## src/rtl/multiplier_datapath.sv

```systemverilog
// Shift-add multiplier datapath: operand registers, adder and product shifter; results visible 1 cycle after a strobe.
// No backpressure, one step per strobed cycle; DP_STEP_COUNT_EN adds the step_cnt/step_done outputs.
module multiplier_datapath #(
  parameter int          WIDTH     = 32,
  parameter logic [5:0]  ADDU_CODE = 6'b001001
) (
  input  logic                 clk,
  input  logic                 rst,
  input  logic [WIDTH-1:0]     multiplicand_in,
  input  logic [WIDTH-1:0]     multiplier_in,
  input  logic                 w_ctrl_Multiplicand,
  input  logic                 adding_ctrl,
  input  logic [5:0]           addu_ctrl,
  input  logic                 w_ctrl_Product,
  output logic                 lsb,
`ifdef DP_STEP_COUNT_EN
  output logic [5:0]           step_cnt,
  output logic                 step_done,
`endif
  output logic [2*WIDTH-1:0]   product
);

  logic [WIDTH-1:0]   multiplicand_q;
  logic [2*WIDTH-1:0] product_q;
  logic               add_en;
  logic               step_en;
  logic [WIDTH:0]     sum_w;
  logic [2*WIDTH-1:0] shift_w;

  // A load in the same cycle as a step wins; the step is dropped.
  assign step_en = w_ctrl_Product && !w_ctrl_Multiplicand;

  always_comb begin
    add_en  = adding_ctrl && (addu_ctrl == ADDU_CODE);
    sum_w   = {1'b0, product_q[2*WIDTH-1:WIDTH]} + {1'b0, multiplicand_q};
    // The carry lands in the top bit as the whole register shifts right.
    shift_w = add_en ? {sum_w, product_q[WIDTH-1:1]}
                     : {1'b0, product_q[2*WIDTH-1:1]};
  end

  always_ff @(posedge clk or negedge rst) begin
    if (!rst) begin
      multiplicand_q <= '0;
      product_q      <= '0;
    end else if (w_ctrl_Multiplicand) begin
      multiplicand_q <= multiplicand_in;
      product_q      <= {{WIDTH{1'b0}}, multiplier_in};
    end else if (step_en) begin
      product_q      <= shift_w;
    end
  end

  assign product = product_q;
  assign lsb     = product_q[0];

`ifdef DP_STEP_COUNT_EN
  localparam logic [5:0] CNT_MAX = 6'(WIDTH);

  logic [5:0] cnt_q;
  logic [5:0] cnt_nxt;
  logic       done_q;

  always_comb begin
    cnt_nxt = cnt_q;
    if (w_ctrl_Multiplicand) begin
      cnt_nxt = '0;
    end else if (step_en && (cnt_q != CNT_MAX)) begin
      cnt_nxt = cnt_q + 6'd1;
    end
  end

  always_ff @(posedge clk or negedge rst) begin
    if (!rst) begin
      cnt_q  <= '0;
      done_q <= 1'b0;
    end else begin
      cnt_q  <= cnt_nxt;
      done_q <= (cnt_nxt == CNT_MAX);
    end
  end

  assign step_cnt  = cnt_q;
  assign step_done = done_q;
`endif

endmodule

```

## config.mk

```make
export PLATFORM = sky130hd
export DESIGN_NAME = multiplier_datapath
export DESIGN_NICKNAME = d
export VERILOG_FILES = /design/src/rtl/multiplier_datapath.sv
export SDC_FILE = /design/constraint.sdc
export NUM_CORES = 1
export LEC_CHECK = 0
export CAP_MARGIN = 20
export CORE_ASPECT_RATIO = 0.6
export CORE_UTILIZATION = 52
export CTS_CLUSTER_DIAMETER = 80
export CTS_CLUSTER_SIZE = 10
export DETAILED_ROUTE_END_ITERATION = 8
export HOLD_SLACK_MARGIN = 0.08
export PLACE_DENSITY_LB_ADDON = 0.12
export SLEW_MARGIN = 20
export SYNTH_ARGS = -nofsm -noshare
export SYNTH_HDL_FRONTEND = slang
export SYNTH_SLANG_ARGS = --single-unit
export TNS_END_PERCENT = 20
```

## constraint.sdc

```tcl
create_clock -name clk -period 7.58 [get_ports clk]
set_input_delay 1.516 -clock clk [delete_from_list [all_inputs] [get_ports clk]]
set_output_delay 1.516 -clock clk [all_outputs]
set_load 0.02 [all_outputs]
```

# == Word-level counts from Yosys, hierarchy flattened ==
# Cells that the tools add are included.
# word_totals
reg_bits,96
inputBits,75
word_cells,11
# op_classes
n_addsub,1
n_eq_ne,1
muxes,3
reduce_logical,4
# op_table
cell,n
two-way mux 64 bit,3
adder 32 x 32 -> 33 bit,1
== test 6 x 4 -> 1 bit (second input constant),1
logical AND 1 bit,2
nonzero test 2 bit,1
logical NOT 1 bit,1

# == Depth between registers and ports, before layout ==
# Gate-level depths: netlist (run 1).
# logic_depth
ltp_word,5
ltp_mapped,10
mapped_depth_nobuf,10

# == Worst setup path after synthesis (run 1) ==
# OpenSTA, ideal clock, no wires.
# synth_timing
path_kind,input to register
startpoint,input port addu_ctrl[4]
endpoint,register product_q[55] (netlist: product[55])
setup_ps,64
arrival_time_ps,2908
required_ps,7516
path_slack_ps,4608
path_stages,6
path_buffers,1
cell_sequence,nor4bb_1 > nand2_1 > or2_2 > clkbuf_1 > o311ai_0 > or3_1
# synth_via
elab_chain_len,5
# synth_rtl
element,line_no,source
start: declaration,13,"input logic [5:0] addu_ctrl,"
== test 6 x 4 -> 1 bit,34,add_en = adding_ctrl && (addu_ctrl == ADDU_CODE);
logical AND 1 bit,34,
two-way mux 64 bit,37,"shift_w = add_en ? {sum_w, product_q[WIDTH-1:1]}"
two-way mux 64 bit,48,end else if (step_en) begin
two-way mux 64 bit,45,end else if (w_ctrl_Multiplicand) begin
end signal: assignment,47,"product_q <= {{WIDTH{1'b0}}, multiplier_in};"
end signal: assignment,49,product_q <= shift_w;
end: declaration,24,logic [2*WIDTH-1:0] product_q;
# No other way between the ends. The select of a mux whose other input is x is not followed.
# A chain may end at the register's enable or synchronous reset.

# == Worst setup path in the final report (run 1) ==
# layout_timing
startpoint,input port addu_ctrl[3]
endpoint,register product_q[61] (netlist: product[61])
# Same word-level chain as after synthesis.

==> results.cfg, run 1 <==
[drt]
vias = 5239
drt_pass1_iterations = 5
wirelength_um = 15800
ant_nets = 0
drt-wirelength-per-cell_um = 18.0
viasPerCell = 5.97
drt_iter0_markers = 503
drc_errors = 0

[clocking]
worstSkewPairLatency_ps = 350
cts_hold_buf = 0
cts.sinks = 96
cts-root-buf = clkbuf_16
cts_resized = 0
cts_setup_buffers = 0
clk_pin_slew_worst_paths_ps = 60
cts_max_level = 3
cts_tree = done
clock_path_buffers = 2
cts-buffers-inserted = 9

[sta]
max_freq_mhz = 275
finClkSkew_ps = 8.41
slew_violations = 0
rsz0062_at_grt = false
worstMarginPinSlew_ps = 844
slew_headroom_pct = 43.8
final_hold_viol_count = 0
fin_crit_ps = 3640
tns_ps = 0
timing.final.crit_share_pct = 48.0
final-setup-viol-count = 0

[floorplanning]
die_x_um = 139
start_util_pct = 54.7
rows = 29
die_h_um = 84.5
core-area_sq_mm = 0.0108
dieArea_sq_mm = 0.0118
io_pins = 140

[flow_run]
cap_violations = 0

[worst_setup_path]
rr_endpoint = product[57]$_DFFE_PN0P_
arrival_ps = 3920
path_max_fanout = 33
crit_path_end_kind = flop
path_cells = clkdlybuf4s50_1 -> nor4bb_1 -> nand2_1 -> buf_4 -> or2_2 -> or4_1 -> nand3_1
required_ps = 7860
start_kind = input pin
max_stage_delay_ps = 570
critPathSlowestCell = or4_1
setup.worst_path.start = addu_ctrl[3]
rr_startpoint = product[32]$_DFFE_PN0P_
worstSetupPathType = in -> reg
reg2reg_slack_ps = 4640
r2r_cells = 10

[synthesis]
ys_ff_latch = 96
syn_nets = 721
synth_ff_type = dfrtp_1
synth_area_per_cell_sq_um = 9.61
syn_area_sq_mm = 0.00589
synth_cells = 613
synthArstFlopShare_pct = 100
synth_edf_count = 0
ys_warn_count = 0
synth_cell_type_count = 58
seq_area_frac_synth_pct = 40.8

[grt]
antenna_found_initial = 0
grt_pass1_wl_um = 25600
grt_use_total_pct = 27.3
overflow = 0
grt_pass1_vias = 4968
grt_max_degree = 67

[finish]
syn_to_final_growth_pct = 29.8
fin_util_pct = 71.0
final_nets = 841
antenna_cells = 0
layout-drive-gt1-share_pct = 9.76

[min_path]
hold_path_depth = 1
holdCritStartpoint = multiplicand_q[29]$_DFFE_PN0P_
hp-class = reg -> reg
min_to = multiplicand_q[29]$_DFFE_PN0P_

[place]
place_hpwl_um = 11400
gp_congestion = 0.925
io_buffers = 139

[pwr]
power_density_mw_per_mm2 = 179
p_leak_nw = 3.33
ir_worst_vdd_uv = 110
report.power.total_mw = 1.37

[outcome]
status = finished clean
-- cell type report --
cell class	count	area, sq um
Multi-Input combinational cell	474	3320
Fill cell	833	3130
Sequential cell	96	2400
Timing Repair Buffer	145	1430
Clock buffer	10	239
Tap cell	139	174
Clock inverter	6	65.1
Inverter	7	26.3
-- per-stage QoR --
| stage | worst slack [ps] | area (sq um) | std cells | hold WS (ps) |
|---|---|---|---|---|
| finish | 3940 | 7650 | 877 | 517 |
| global route | 3750 | 7650 | 877 | 540 |
| CTS | 3970 | 7650 | 877 | 520 |
| detailed placement | 3610 | 7350 | 861 | 504 |
| global placement | 3610 | 7350 | 861 | 499 |
| floorplan | 4610 | 5890 | 613 | 485 |
-- cells by family after synthesis --
family	synth area share [%]
buf+inv	2.97
compound gates	20.9
mux	12.2
flops	40.8
simple gates	12.4
xor+xnor	3.57
fa+ha+maj	7.13
-- worst max-delay path, delay by kind of cell --
family	cells	cell delay, ps
buf+inv	2	710
simple gates	5	1680
-- how the worst max path moves through the flow --
stage | depth (start not counted) | to
3_3_place_gp | 7 | product[61]$_DFFE_PN0P_
3_5_place_dp | 6 | product[55]$_DFFE_PN0P_
6_report | 7 | product[61]$_DFFE_PN0P_
5_1_grt | 7 | product[61]$_DFFE_PN0P_
2_1_floorplan | 6 | product[55]$_DFFE_PN0P_
4_1_cts | 7 | product[61]$_DFFE_PN0P_
-- synthesized netlist by cell type (all sizes together) (4+ instances only) --
master  count  share of area [%]
dfrtp      96                 41
o21ai      74                6.3
nand2      67                4.3
a21oi      46                4.0
mux2i      36                6.1
ha         32                6.8
mux2       32                6.1
nor2       31                2.0
clkbuf     28                1.8
a22oi      16                2.0
xor2       15                2.2
nand3      13                1.3
o211ai     10                1.4
nand4       9               0.96
nor3        9               0.85
xnor2       9                1.3
a21o        8                1.0
buf         8               0.74
a211oi      7               0.89
inv         7               0.45
nor2b       7               0.74
a31oi       5               0.79
nand2b      5               0.53
o21a        4               0.51
o31ai       4               0.68
-- layer usage --
metal  vias to the layer above  routed length, um  part of all wire [%]  track usage [%]
li1                       2490                  -                     -                -
met1                      2498               7520                    48             40.6
met2                       231               6780                    43             40.7
met3                        20               1250                   8.0             5.53
met4                         0                197                   1.3             6.67
met5                         -                  0                     0                0
-- layout by cell type, fill, tap and decap left out, drive strengths merged, types with 2 or more instances in the layout --
master,Yosys,layout
or3,2,2
mux2,32,32
nand3,13,13
nor4b,2,2
a21oi,46,46
clkinv,0,2
nor3,9,9
a211oi,7,7
nor4,2,2
nand2,67,67
a211o,2,2
a21o,8,8
o21ai,74,74
and2,3,3
xnor2,9,9
o31ai,4,4
ha,32,32
nor2,31,31
nor2b,7,7
o211ai,10,10
nor3b,2,2
a2111oi,3,3
a22oi,16,16
dfrtp,96,96
nand2b,5,5
a31oi,5,5
clkdlybuf4s50,0,136
nand4,9,9
clkbuf,28,10
inv,7,9
o21bai,2,2
o22ai,3,3
buf,8,9
o21a,4,4
xor2,15,15
mux2i,36,36
-- flip-flops by register name (all words and copies together) (netlist names) --
signal          count
multiplicand_q     32
product            64
-- report_power, final --
part	internal (mW)	total, mW	leakage, nW	switching [mW]
Combinational	0.149	0.316	1.98	0.167
Clock	0.266	0.471	0.149	0.205
Sequential	0.551	0.583	1.20	0.0320
Total	0.965	1.37	3.33	0.405
Note: power is estimated with default switching activity, not from simulation.
==> inputs of run 2 (changes only) <==
- CORE_UTILIZATION: 52 -> 51
- clock period: 7.58 -> 3.35 ns (I/O delays scaled with it)
==> run 2 against run 1 <==
First-iteration DRC count is 9.3% lower. Critical endpoint is now product[57]$_DFFE_PN0P_. Design area is 0.49% higher. Register-to-register slack worse by 4200 ps. Clock skew hardly changed. Clock power is 140% higher. Total power is 130% higher. Core utilization is 0.37 points lower. Largest cell class unchanged. Via count is 1.3% lower. Combinational power is 130% higher.
==> results.cfg, run 2 (synthesis results as in run 1) <==
[place]
dpl-instance-area_sq_mm = 0.00736
place_hpwl_um = 11500
io_buffers = 139
gp_congestion = 0.944

[grt]
overflow = 0
grt_max_degree = 107
grt_use_total_pct = 27.4
antenna_found_initial = 0
grt_pass1_vias = 5017
grt_pass1_wl_um = 25900

[clocking]
clock_path_buffers = 2
cts_resized = 0
cts.sinks = 96
cts_hold_buf = 0
cts-buffers-inserted = 9
cts_setup_buffers = 0
cts-root-buf = clkbuf_16
worstSkewPairLatency_ps = 350
cts_tree = done
clk_pin_slew_worst_paths_ps = 70
cts_max_level = 3

[worst_setup_path]
crit_path_end_kind = flop
path_max_fanout = 4
required_ps = 3560
arrival_ps = 3110
worstSetupPathType = reg -> reg
rr_startpoint = product[32]$_DFFE_PN0P_
start_kind = flop
rr_endpoint = product[57]$_DFFE_PN0P_
reg2reg_slack_ps = 450
r2r_cells = 10
setup.worst_path.start = product[32]$_DFFE_PN0P_

[finish]
syn_to_final_growth_pct = 30.5
antenna_cells = 0
largest_reg_flops = 64
layout_common_cells = clkdlybuf4s50_1, dfrtp_1, nand2_1, o21ai_0, a21oi_1
design_area_sq_mm = 0.00769
final_common_cell = clkdlybuf4s50_1
final_nets = 841
layout-drive-gt1-share_pct = 9.49

[floorplanning]
io_pins = 140
core-area_sq_mm = 0.0109
start_util_pct = 54.1
rows = 29
dieArea_sq_mm = 0.0120
die_x_um = 141
die_h_um = 85.3

[sta]
timing.final.crit_share_pct = 86.5
slew_violations = 0
worstMarginPinSlew_ps = 1050
fin_crit_ps = 2900
finClkSkew_ps = 8.33
final-setup-viol-count = 0
tns_ps = 0
final_hold_viol_count = 0
max_freq_mhz = 345
slew_headroom_pct = 29.7
rsz0062_at_grt = false

[drt]
wirelength_um = 15900
drt-wirelength-per-cell_um = 18.1
drt_pass1_iterations = 6
vias = 5172
drc_errors = 0
ant_nets = 0
viasPerCell = 5.90
drt_iter0_markers = 456

[outcome]
status = finished clean

[pwr]
p_leak_nw = 3.35
ir_worst_vdd_uv = 307
power_density_mw_per_mm2 = 415

[flow_run]
cap_violations = 0

[min_path]
hp-class = in -> async
==> run 2: changes by cell type in the layout (fill, tap and decap cells not counted), sizes merged <==
cell,previous run,this run
bufinv,1,2
clkbuf,10,11
clkinvlp,1,0
inv,9,8
==> run 2: layer usage <==
layer	share of wire, %	global-route usage (%)	routed length [um]	vias up
met2	42	39.8	6690	217
met4	1.3	6.92	202	0
met1	49	41.7	7830	2449
met3	7.2	5.36	1140	20
li1	-	-	-	2486
met5	0	0	0	-
==> run 2: final cells by class <==
class | instances | area (sq um)
inverters | 7 | 26.3
flip-flops and latches | 96 | 2400
multi-input cells | 474 | 3320
clock inverters | 5 | 88.8
fillers | 832 | 3200
clock buffers | 11 | 243
well taps | 139 | 174
repair buffers | 145 | 1440
==> run 2: through the flow <==
step / util (%) / setup slack, ps / cells / power, mW / hold WS [ps]
after detailed placement: 67.6 / 421 / 861 / 2.05 / 503
after global routing: 70.6 / 343 / 877 / 3.32 / 344
final: 70.6 / 453 / 877 / 3.19 / 298
after floorplan: - / 718 / 613 / 1.74 / 374
after global placement: 67.6 / 526 / 861 / 2.03 / 496
after CTS: 70.6 / 499 / 877 / 3.21 / 323
==> run 2: where the power goes <==
| group | internal [mW] | switching (mW) | leakage [nW] |
|---|---|---|---|
| Sequential | 1.25 | 0.0722 | 1.20 |
| Clock | 0.684 | 0.469 | 0.162 |
| Combinational | 0.338 | 0.382 | 1.98 |
==> run 2: worst max-delay path, cell delays in order, from the launching register on <==
cell and delay [ps]:
dfrtp_1 420, ha_1 250, fa_1 420, a21oi_2 230, nor3_1 90, nor3_2 250, nor4_1 90, a2111o_1 440
o31ai_2 320, xor2_1 190, o21ai_1 70
==> run 2: how the worst max path moves through the flow <==
| stage | slack [ps] | endpoint | depth (start not counted) |
|---|---|---|---|
| after CTS | 500 | product[57]$_DFFE_PN0P_ | 10 |
| after global routing | 340 | product[57]$_DFFE_PN0P_ | 10 |
| final | 450 | product[57]$_DFFE_PN0P_ | 10 |
| after detailed placement | 420 | product[61]$_DFFE_PN0P_ | 6 |
| after floorplan | 720 | product[57]$_DFFE_PN0P_ | 10 |
| after global placement | 530 | product[61]$_DFFE_PN0P_ | 6 |
==> inputs of run 3 (changes only) <==
==> constraint.sdc (replaced) <==
create_clock -name clk -period 3.35 [get_ports clk]
set_input_delay 0.335 -clock clk [delete_from_list [all_inputs] [get_ports clk]]
set_output_delay 0.335 -clock clk [all_outputs]
set_load 0.02 [all_outputs]
==> run 3 against run 2 <==
Design area fell by 0.23%. Sequential share of layout area rose by 0.071 points. Clock skew barely moved. Core utilization fell by 0.16 points. Critical path depth did not move. Die area did not move. Setup slack improved by 75 ps. Critical endpoint unchanged. Highest routed layer unchanged.
==> results.cfg, run 3 (synthesis results as in run 1) <==
[outcome]
status = finished clean

[finish]
design_area_sq_mm = 0.00767
final_common_cell = clkdlybuf4s50_1
syn_to_final_growth_pct = 30.2
layout_common_cells = clkdlybuf4s50_1, dfrtp_1, nand2_1, o21ai_0, a21oi_1
final_nets = 841
layout-drive-gt1-share_pct = 9.62
largest_reg_flops = 64
antenna_cells = 0

[sta]
max_freq_mhz = 354
slew_violations = 0
rsz0062_at_grt = false
timing.final.crit_share_pct = 84.3
worstMarginPinSlew_ps = 993
tns_ps = 0
fin_crit_ps = 2820
final_hold_viol_count = 0
finClkSkew_ps = 8.77
slew_headroom_pct = 33.7
final-setup-viol-count = 0
hold_slack_ps = 33.9

[pwr]
power_density_mw_per_mm2 = 411
ir_worst_vdd_uv = 242
p_leak_nw = 3.34

[clocking]
cts-buffers-inserted = 9
cts_setup_buffers = 0
cts-root-buf = clkbuf_16
cts.sinks = 96
cts_max_level = 3
cts_resized = 0
worstSkewPairLatency_ps = 350
clk_pin_slew_worst_paths_ps = 70
cts_hold_buf = 0
cts_tree = done
clock_path_buffers = 2

[grt]
grt_max_degree = 85
antenna_found_initial = 0
grt_use_total_pct = 27.7
grt_pass1_vias = 5001
grt_pass1_wl_um = 26100
overflow = 0

[drt]
ant_nets = 0
vias = 5285
drt_pass1_iterations = 5
wirelength_um = 16100
viasPerCell = 6.03
drc_errors = 0
drt-wirelength-per-cell_um = 18.3
drt_iter0_markers = 528

[place]
gp_congestion = 0.925
dpl-instance-area_sq_mm = 0.00735
io_buffers = 139
place_hpwl_um = 11400

[worst_setup_path]
critPathSlowestCell = a2111o_1
arrival_ps = 3040
required_ps = 3570
r2r_cells = 10
path_max_fanout = 4
crit_path_end_kind = flop
worstSetupPathType = reg -> reg
start_kind = flop
max_stage_delay_ps = 430
path_cells = ha_1 -> fa_1 -> a21oi_2 -> nor3_1 -> nor3_2 -> nor4_1 -> a2111o_1 -> o31ai_2 -> xor2_1 -> o21ai_1

[floorplanning]
io_pins = 140
core-area_sq_mm = 0.0109
rows = 29
start_util_pct = 54.1
die_h_um = 85.3
dieArea_sq_mm = 0.0120
die_x_um = 141

[min_path]
hp-class = in -> async

[flow_run]
cap_violations = 0
## run 3: final timing paths
path                       slack (ps)                             end                      startpoint
setup / recovery                  530         product[57]$_DFFE_PN0P_         product[32]$_DFFE_PN0P_
hold / removal                     30   multiplicand_q[7]$_DFFE_PN0P_                             rst
setup reg to reg                  530         product[57]$_DFFE_PN0P_         product[32]$_DFFE_PN0P_
hold reg to reg                   520  multiplicand_q[21]$_DFFE_PN0P_  multiplicand_q[21]$_DFFE_PN0P_
max in group asynchronous        2620          product[2]$_DFFE_PN0P_                             rst
min in group clk                  490         product[33]$_DFFE_PN0P_             w_ctrl_Multiplicand
## run 3: stage by stage
stage	utilization [%]	instances	total power, mW	worst slack [ps]
2_1_floorplan	-	613	1.74	718
3_3_place_gp	67.5	861	2.03	653
3_5_place_dp	67.5	861	2.05	601
4_1_cts	70.4	877	3.17	557
5_1_grt	70.5	877	3.29	389
6_report	70.5	877	3.15	527
## run 3: worst max-delay path: cells and delay by family, from the launching register on
kind / cells / cell delay (ps)
and+or+nand+nor: 3 / 390
AOI/OAI and AO/OA: 4 / 1040
xor gates and xnor gates: 1 / 180
adders and majority gates: 2 / 660
DFF: 1 / 410
## run 3: power by group
| group | internal [mW] | leakage [nW] | switching, mW |
|---|---|---|---|
| Sequential | 1.25 | 1.20 | 0.0723 |
| Combinational | 0.336 | 1.98 | 0.385 |
| Clock | 0.659 | 0.157 | 0.454 |
## run 3: per-layer routing
layer / wire (um) / global-route usage, % / vias up
met4: 157 / 6.42 / 0
li1: - / - / 2493
met5: 0 / 0 / -
met2: 6980 / 41.0 / 257
met3: 1270 / 5.98 / 19
met1: 7650 / 41.3 / 2516
## run 3: area by class of cell
class	count	area [sq um]
Fill cell	861	3210
Multi-Input combinational cell	474	3320
Sequential cell	96	2400
Clock inverter	6	91.3
Inverter	7	26.3
Timing Repair Buffer	145	1430
Clock buffer	10	229
Tap cell	139	174
